===== config.mk =====
export PLATFORM = sky130hd
export DESIGN_NAME = pwm_breath_ctrl
export DESIGN_NICKNAME = d
export VERILOG_FILES = /design/src/rtl/pwm_breath_ctrl.sv
export SDC_FILE = /design/constraint.sdc
export NUM_CORES = 1
export LEC_CHECK = 0
export BUFFER_PORTS_ARGS = -buffer_cell sky130_fd_sc_hd__buf_4
export CAP_MARGIN = 20
export CORE_ASPECT_RATIO = 1.5
export CORE_MARGIN = 3
export CORE_UTILIZATION = 50
export CTS_CLUSTER_SIZE = 14
export DETAILED_ROUTE_END_ITERATION = 12
export PLACE_DENSITY = 0.66
export SYNTH_ARGS = -nofsm -noshare
export SYNTH_HDL_FRONTEND = slang
export SYNTH_SLANG_ARGS = --single-unit

===== constraint.sdc =====
create_clock -name sys_clk -period 5.8 [get_ports sys_clk]
set_input_delay 0.87 -clock sys_clk [delete_from_list [all_inputs] [get_ports sys_clk]]
set_output_delay 0.87 -clock sys_clk [all_outputs]
set_load 0.02 [all_outputs]

===== src/rtl/pwm_breath_ctrl.sv =====
// Breathing PWM sequencer: ramps duty up, holds high, ramps down, holds low; duty only moves on period boundaries.
// pwm_out is registered (one clock behind period_cnt); start is ignored while busy, stop lands at the next period end.
module pwm_breath_ctrl #(
  parameter int CLK_HZ       = 50_000_000,
  parameter int PWM_HZ       = 1000,
  parameter int STEPS        = 100,
  parameter int HOLD_PERIODS = 50,
  parameter int CYCLES       = 0
) (
  input  logic       sys_clk,
  input  logic       sys_rst,
  input  logic       start,
  input  logic       stop,
  output logic       pwm_out,
  output logic       busy,
  output logic [7:0] duty_level,
  output logic       cycle_done
);

  localparam int PERIOD_MAX = CLK_HZ / PWM_HZ;
  localparam int STEP_CNT   = PERIOD_MAX / STEPS;
  localparam int HOLD_W     = (HOLD_PERIODS > 1) ? $clog2(HOLD_PERIODS) : 1;
  localparam int CYC_W      = (CYCLES > 0) ? $clog2(CYCLES + 1) : 1;

  localparam logic [25:0]       PER_LAST  = 26'(PERIOD_MAX - 1);
  localparam logic [25:0]       STEP_INC  = 26'(STEP_CNT);
  localparam logic [7:0]        DUTY_MAX  = 8'(STEPS);
  localparam logic [HOLD_W-1:0] HOLD_LAST = HOLD_W'(HOLD_PERIODS - 1);
  localparam logic [HOLD_W-1:0] HOLD_ONE  = HOLD_W'(1);
  localparam logic [CYC_W-1:0]  CYC_LAST  = CYC_W'(CYCLES - 1);
  localparam logic [CYC_W-1:0]  CYC_ONE   = CYC_W'(1);

  if (PERIOD_MAX % STEPS != 0) begin : g_chk_steps
    $fatal(1, "PERIOD_MAX must be an exact multiple of STEPS");
  end
  if (HOLD_PERIODS < 1) begin : g_chk_hold
    $fatal(1, "HOLD_PERIODS must be at least 1");
  end

  typedef enum logic [2:0] {
    IDLE,
    RAMP_UP,
    HOLD_HIGH,
    RAMP_DOWN,
    HOLD_LOW
  } state_t;

  state_t             state, state_nx;
  logic [25:0]        period_cnt;
  logic [25:0]        threshold, thr_nx;
  logic [7:0]         duty_nx;
  logic [HOLD_W-1:0]  hold_cnt, hold_nx;
  logic [CYC_W-1:0]   cyc_cnt, cyc_nx;
  logic               stop_pending, stop_nx;
  logic               done_nx;
  logic               period_end;

  assign busy       = (state != IDLE);
  assign period_end = busy && (period_cnt == PER_LAST);

  always_comb begin
    state_nx = state;
    duty_nx  = duty_level;
    thr_nx   = threshold;
    hold_nx  = hold_cnt;
    cyc_nx   = cyc_cnt;
    stop_nx  = stop_pending;
    done_nx  = 1'b0;

    if (state == IDLE) begin
      if (start && !stop) begin
        state_nx = RAMP_UP;
        duty_nx  = 8'd0;
        thr_nx   = 26'd0;
        hold_nx  = '0;
        cyc_nx   = '0;
      end
    end else begin
      stop_nx = stop_pending | stop;
      if (period_end) begin
        // A pending (or same-cycle) stop wins over every profile transition
        if (stop_pending || stop) begin
          state_nx = IDLE;
          duty_nx  = 8'd0;
          thr_nx   = 26'd0;
          hold_nx  = '0;
          cyc_nx   = '0;
          stop_nx  = 1'b0;
        end else begin
          case (state)
            RAMP_UP: begin
              duty_nx = duty_level + 8'd1;
              thr_nx  = threshold + STEP_INC;
              if (duty_level == DUTY_MAX - 8'd1) begin
                state_nx = HOLD_HIGH;
                hold_nx  = '0;
              end
            end
            HOLD_HIGH: begin
              hold_nx = hold_cnt + HOLD_ONE;
              if (hold_cnt == HOLD_LAST) begin
                state_nx = RAMP_DOWN;
                duty_nx  = DUTY_MAX - 8'd1;
                thr_nx   = threshold - STEP_INC;
                hold_nx  = '0;
              end
            end
            RAMP_DOWN: begin
              duty_nx = duty_level - 8'd1;
              thr_nx  = threshold - STEP_INC;
              if (duty_level == 8'd1) begin
                state_nx = HOLD_LOW;
                hold_nx  = '0;
              end
            end
            HOLD_LOW: begin
              hold_nx = hold_cnt + HOLD_ONE;
              if (hold_cnt == HOLD_LAST) begin
                done_nx = 1'b1;
                hold_nx = '0;
                duty_nx = 8'd0;
                if (CYCLES != 0 && cyc_cnt == CYC_LAST) begin
                  state_nx = IDLE;
                  cyc_nx   = '0;
                end else begin
                  state_nx = RAMP_UP;
                  cyc_nx   = cyc_cnt + CYC_ONE;
                end
              end
            end
            default: state_nx = IDLE;
          endcase
        end
      end
    end
  end

  always_ff @(posedge sys_clk or posedge sys_rst) begin
    if (sys_rst) begin
      state        <= IDLE;
      period_cnt   <= 26'd0;
      threshold    <= 26'd0;
      duty_level   <= 8'd0;
      hold_cnt     <= '0;
      cyc_cnt      <= '0;
      stop_pending <= 1'b0;
      cycle_done   <= 1'b0;
      pwm_out      <= 1'b0;
    end else begin
      state        <= state_nx;
      threshold    <= thr_nx;
      duty_level   <= duty_nx;
      hold_cnt     <= hold_nx;
      cyc_cnt      <= cyc_nx;
      stop_pending <= stop_nx;
      cycle_done   <= done_nx;
      period_cnt   <= (state == IDLE || period_end) ? 26'd0 : period_cnt + 26'd1;
      pwm_out      <= busy && (period_cnt < threshold);
    end
  end

endmodule


# --- Word level (Yosys, flattened, before mapping) ---
# Index checks and enable logic that the tools add are counted.
op_classes:
  addsub: 6
  n_mul: 0
  div: 0
  magnitude_cmp: 1
  eq_ne: 13
  shift: 0
  mux: 38
  bitwise: 1
  reduce_logical: 17
ops:
  columns: ["op", "count"]
  rows:
  - ["26-bit two-way mux", 6]
  - ["26-bit one-hot mux with 3 select lines", 1]
  - ["8-bit two-way mux", 6]
  - ["6-bit two-way mux", 7]
  - ["8-bit one-hot mux with 4 select lines", 1]
  - ["26-bit by 1-bit adder with 26-bit output (second input constant)", 1]
  - ["26-bit by 9-bit adder with 26-bit output (second input constant)", 1]
  - ["26-bit by 16-bit == test with 1-bit output (second input constant)", 1]
  - ["26-bit less-than comparator", 1]
  - ["26-bit by 9-bit subtractor with 26-bit output (second input constant)", 1]
  - ["3-bit two-way mux", 8]
  - ["6-bit one-hot mux with 3 select lines", 1]
  - ["4-bit != test (second input constant)", 4]
  - ["3-bit one-hot mux with 4 select lines", 1]
  - ["5-bit AND reduction", 2]
  - ["5-bit nonzero test", 2]
  - ["8-bit by 1-bit adder with 8-bit output (second input constant)", 1]
  - ["8-bit by 1-bit == test with 1-bit output (second input constant)", 1]
  - ["8-bit by 7-bit == test with 1-bit output (second input constant)", 1]
  - ["8-bit by 1-bit subtractor with 8-bit output (second input constant)", 1]
  - ["1-bit two-way mux", 7]
  - ["6-bit by 1-bit adder with 6-bit output (second input constant)", 1]
  - ["3-bit by 2-bit == test with 1-bit output (second input constant)", 2]
  - ["6-bit == test (second input constant)", 1]
  - ["14 further kinds", 17]
word_totals:
  register_bits: 72
  latch_bits: 0
  ram_bits: 0
  rom_bits: 0
  inputBits: 4
  out_inout_bits: 11
  wordCells: 84
  n_memories: 0

# --- Longest topological paths before layout ---
depth:
  word_depth: 6
  ltp_mapped: 13
  depth_no_buf: 10

# --- Worst setup path after synthesis ---
# No wires, ideal clock.
synth_timing:
  kind: "register to register"
  from: "register state[2]"
  to: "register threshold[25]"
  setup_ns: 0.095
  t_arrival_ns: 3.244
  t_required_ns: 5.705
  setup_slack_ns: 2.460
  stages_incl_launch_ff: 14
  path_buffers: 3
  period_less_slack_ns: 3.340
  path_cell_list: "dfrtp_1 -> nand2b_1 -> buf_2 -> inv_2 -> clkbuf_1 -> ha_1 -> clkbuf_1 -> a211oi_1 -> o21ai_1 -> a221o_1 -> a22o_1 -> a311oi_2 -> xnor2_1 -> o31ai_1"
synth_between:
  elab_chain_cells: 5
  word_cells_on_any_way: 15
  classes_between: "5 x eq/ne; 4 x mux; 6 x reduce/logical"
synth_rtl:
  columns: ["element", "line", "text"]
  rows:
  - ["from (decl)", "48", "state_t state, state_nx;"]
  - ["from (signal assigned)", "150", "state <= state_nx;"]
  - ["3-bit by 2-bit == test with 1-bit output or 3-bit by 1-bit == test with 1-bit output (tied branches)", "90", "case (state)"]
  - ["26-bit one-hot mux with 3 select lines", "90", null]
  - ["26-bit two-way mux", "82", "if (stop_pending || stop) begin"]
  - ["26-bit two-way mux", "80", "if (period_end) begin"]
  - ["26-bit two-way mux", "70", "if (state == IDLE) begin"]
  - ["to (signal assigned)", "151", "threshold <= thr_nx;"]
  - ["to (decl)", "50", "logic [25:0] threshold, thr_nx;"]
# Several ways; a longest one is shown, not always the timed one. The select of a mux whose other input is x is not followed.
# A chain may end at the register's enable or synchronous reset.

# --- Final worst setup path ---
layout_timing:
  from: "register state[1]"
  to: "register threshold[25]"
# Same word-level chain as after synthesis.

==> results summary <==
The number of inserted diodes is 0. The core outline area is 10400 um2. The mean instance size in the synthesized netlist is 8.49 um2. In this run, the number of DRC markers left after iteration 0 of detailed routing was 296.

The synthesized netlist net count came out at 687. Entering global routing, the biggest net connects 71 pins. The total I/O pin count is 15. The initial utilization of the core area, before any placement, comes to 0.521. The detailed-router iteration count before antenna repair is 5.

The cell area after placement came out at 5600 um2. Relative to the synthesized area, the layout overhead comes to 9.19%. The highest clock rate came out at 281 MHz. The clock transition at the registers of the reported paths came out at 0.06 ns. The flop and latch count out of synthesis came out at 70.

By startpoint and endpoint, the worst setup path is classified as reg -> reg. The share of the cycle needed by the critical path after routing is 0.614. The finished cells cover 5900 um2. The total number of vias is 4788. The biggest fanout along the worst timing path is 30. The number of port buffers came out at 14. The final number of hold-violating endpoints is 0.

Counting flops with a built-in enable in the synthesized netlist gives 0. The path class of the tightest hold or removal check is reg -> reg. The detail-routed via count per cell is 6.12.

The share of final-layout standard cells stronger than drive strength 1 came out at 0.0842. Data on the critical path is required at its endpoint by 6.04 ns. The die covers 12100 um2. The number of levels the H-tree was split into is 3.

The post-detailed-routing wire length came out at 13500 um. The buffer depth of the longest clock path came out at 2. The number of warning messages in the yosys log is 0. In the layout the commonest cells are sky130_fd_sc_hd__dfrtp_1 (70), sky130_fd_sc_hd__nand2_1 (58), sky130_fd_sc_hd__nor2_1 (52). The library cell used most frequently in the layout, excluding fill and tap cells, is sky130_fd_sc_hd__dfrtp_1. The post-synthesis instance area is 5400 um2. The cell row count came out at 45.

The number of antenna-violating nets in the routed design came out at 0. The post-DP HPWL came out at 9880 um. The post-cts gate resize count is 0. The category of the worst setup path capture point is a flop. The number of antenna violations at the first check in global routing came out at 0. For this run, design rule violations remaining after detail routing come to 0. The number of nets in the final layout came out at 688. The width of the die is 90.9 um. The clock tree skew after final layout is 0.00822 ns. The global-route congestion overflow total is 0. The ratio of total power to cell area came out at 209 nW/um2.

The tree is rooted in a sky130_fd_sc_hd__clkbuf_16. Routability-driven placement finished with a final weighted congestion of 0.881. The total setup violations reported at the end of the flow is 0.

The number of buffers inserted to repair setup after CTS is 0. The die is 133 um tall. The count of cells in the finished layout, fillers not included, comes to 782.

The worst-case IR drop observed on VDD is 0.205 mV. The startpoint kind of the worst setup timing path is a flop. The run finished with clean final reports. For the pin with the worst max-slew slack, the measured transition is 0.935 ns.

The final max-slew violation count is 0. The number of max-capacitance violations reported is 0. The number of CTS-inserted buffers came out at 9.

Total power for the finished layout comes to 1.23 mW. The number of hold buffers added after CTS is 0. The post-route minimum period came out at 3.56 ns. The arrival time at the worst endpoint came out at 3.80 ns.

Synthesis produced 636 cells. In the global route stage, overall resource usage came out at 0.234. For flop-to-flop paths, the worst setup slack is 2.24 ns.

The first global-routing pass estimated 23400 um of wire. At the later pin of the worst-skew pair, clock insertion delay measures 0.33 ns. The wire length per cell after detailed routing is 17.2 um.

For this run, asynchronously set or reset flops after synthesis account for 1.00. The number of fill cells in the layout came out at 976. In this run the tightest slew margin relative to its limit is 0.377. Setup repair after global routing left no endpoint under its margin. The TritonCTS clock tree is yes. In the synthesized netlist the dominant register cell turns out to be sky130_fd_sc_hd__dfrtp_1. The final-layout setup total negative slack came out at 0 ns. Once placement completed, the tool counted placed cells totaling 767. The synthesized netlist contains 70 unique library cells. The via count of the first global-routing pass is 4850. The post-synthesis sequential area ratio is 0.324.

For this design the static power due to leakage is 2.45 nW. The number of sinks on the clock net came out at 70.
==> worst paths after layout <==
| path | startpoint | to | cells after the start |
|---|---|---|---|
| max | state[1] | threshold[25] | 10 |
| min | period_cnt[0] | period_cnt[0] | 1 |
| max reg2reg | state[1] | threshold[25] | 10 |
| min reg2reg | period_cnt[0] | period_cnt[0] | 1 |
| max in group asynchronous | sys_rst | period_cnt[21] | 3 |
| min in group asynchronous | sys_rst | duty_level[4] | 3 |
==> power by group <==
group	leakage [nW]	internal, mW	switching, mW
clock network	0.133	0.342	0.214
registers	0.970	0.499	0.0259
logic	1.35	0.0434	0.106
==> through the flow <==
stage / setup WS [ns] / hold WS, ns / util
after global routing: 1.92 / 0.536 / 0.569
after CTS: 2.25 / 0.503 / 0.569
after floorplan: 2.46 / 0.448 / -
after detailed placement: 2.27 / 0.495 / 0.541
after global placement: 2.42 / 0.480 / 0.541
final: 2.24 / 0.494 / 0.569
==> registers in the layout, indices dropped and copies added (netlist names) <==
name          flops
state             3
period_cnt       26
hold_cnt          6
stop_pending      1
cycle_done        1
duty_level        8
threshold        24
pwm_out           1
==> cell families after synthesis <==
family | Yosys count | synth area share
xor+xnor | 41 | 0.0665
fa+ha+maj | 47 | 0.109
simple gates | 221 | 0.219
compound gates | 182 | 0.227
mux | 1 | 0.00208
buf+inv | 74 | 0.0530
flops | 70 | 0.324
==> cells in the mapped netlist (8+ instances only) <==
cell,instances,area share
sky130_fd_sc_hd__dfrtp_1,70,0.32
sky130_fd_sc_hd__nand2_1,58,0.040
sky130_fd_sc_hd__nor2_1,52,0.036
sky130_fd_sc_hd__ha_1,47,0.11
sky130_fd_sc_hd__inv_1,44,0.031
sky130_fd_sc_hd__a21oi_1,39,0.036
sky130_fd_sc_hd__o21ai_0,32,0.030
sky130_fd_sc_hd__o21ai_1,22,0.020
sky130_fd_sc_hd__xnor2_1,22,0.036
sky130_fd_sc_hd__clkbuf_1,21,0.015
sky130_fd_sc_hd__nand3_1,21,0.019
sky130_fd_sc_hd__xor2_1,19,0.031
sky130_fd_sc_hd__nand4_1,13,0.015
sky130_fd_sc_hd__o31ai_1,13,0.018
sky130_fd_sc_hd__nor3_1,11,0.010
sky130_fd_sc_hd__a21o_1,10,0.014
sky130_fd_sc_hd__and3_1,9,0.010
sky130_fd_sc_hd__or3_1,8,0.0093
==> worst max-delay path, cell delays in order (launching register included) <==
cell	delay, ns
sky130_fd_sc_hd__dfrtp_1	0.64
sky130_fd_sc_hd__nand2b_1	0.36
sky130_fd_sc_hd__inv_2	0.53
sky130_fd_sc_hd__ha_1	0.43
sky130_fd_sc_hd__a211oi_1	0.28
sky130_fd_sc_hd__o21ai_1	0.10
sky130_fd_sc_hd__a221o_1	0.33
sky130_fd_sc_hd__a22o_1	0.23
sky130_fd_sc_hd__a311oi_2	0.28
sky130_fd_sc_hd__xnor2_1	0.09
sky130_fd_sc_hd__o31ai_1	0.20
==> layer usage <==
layer,global-route usage,share of wire,vias up
met5,0,0,-
met4,0.111,0.036,0
met3,0.0345,0.032,34
met2,0.423,0.53,124
met1,0.269,0.40,2315
li1,-,-,2315
==> layout make-up <==
| type | instances | area [um2] | area share |
|---|---|---|---|
| clock buffer | 10 | 239 | 0.0405 |
| clock inverter | 5 | 60.1 | 0.0102 |
| inverter | 46 | 173 | 0.0293 |
| multi-input combinational | 492 | 3360 | 0.570 |
| sequential | 70 | 1750 | 0.297 |
| tap | 141 | 176 | 0.0299 |
| timing repair buffer | 18 | 135 | 0.0229 |
Note: power is estimated with default switching activity, not from simulation.
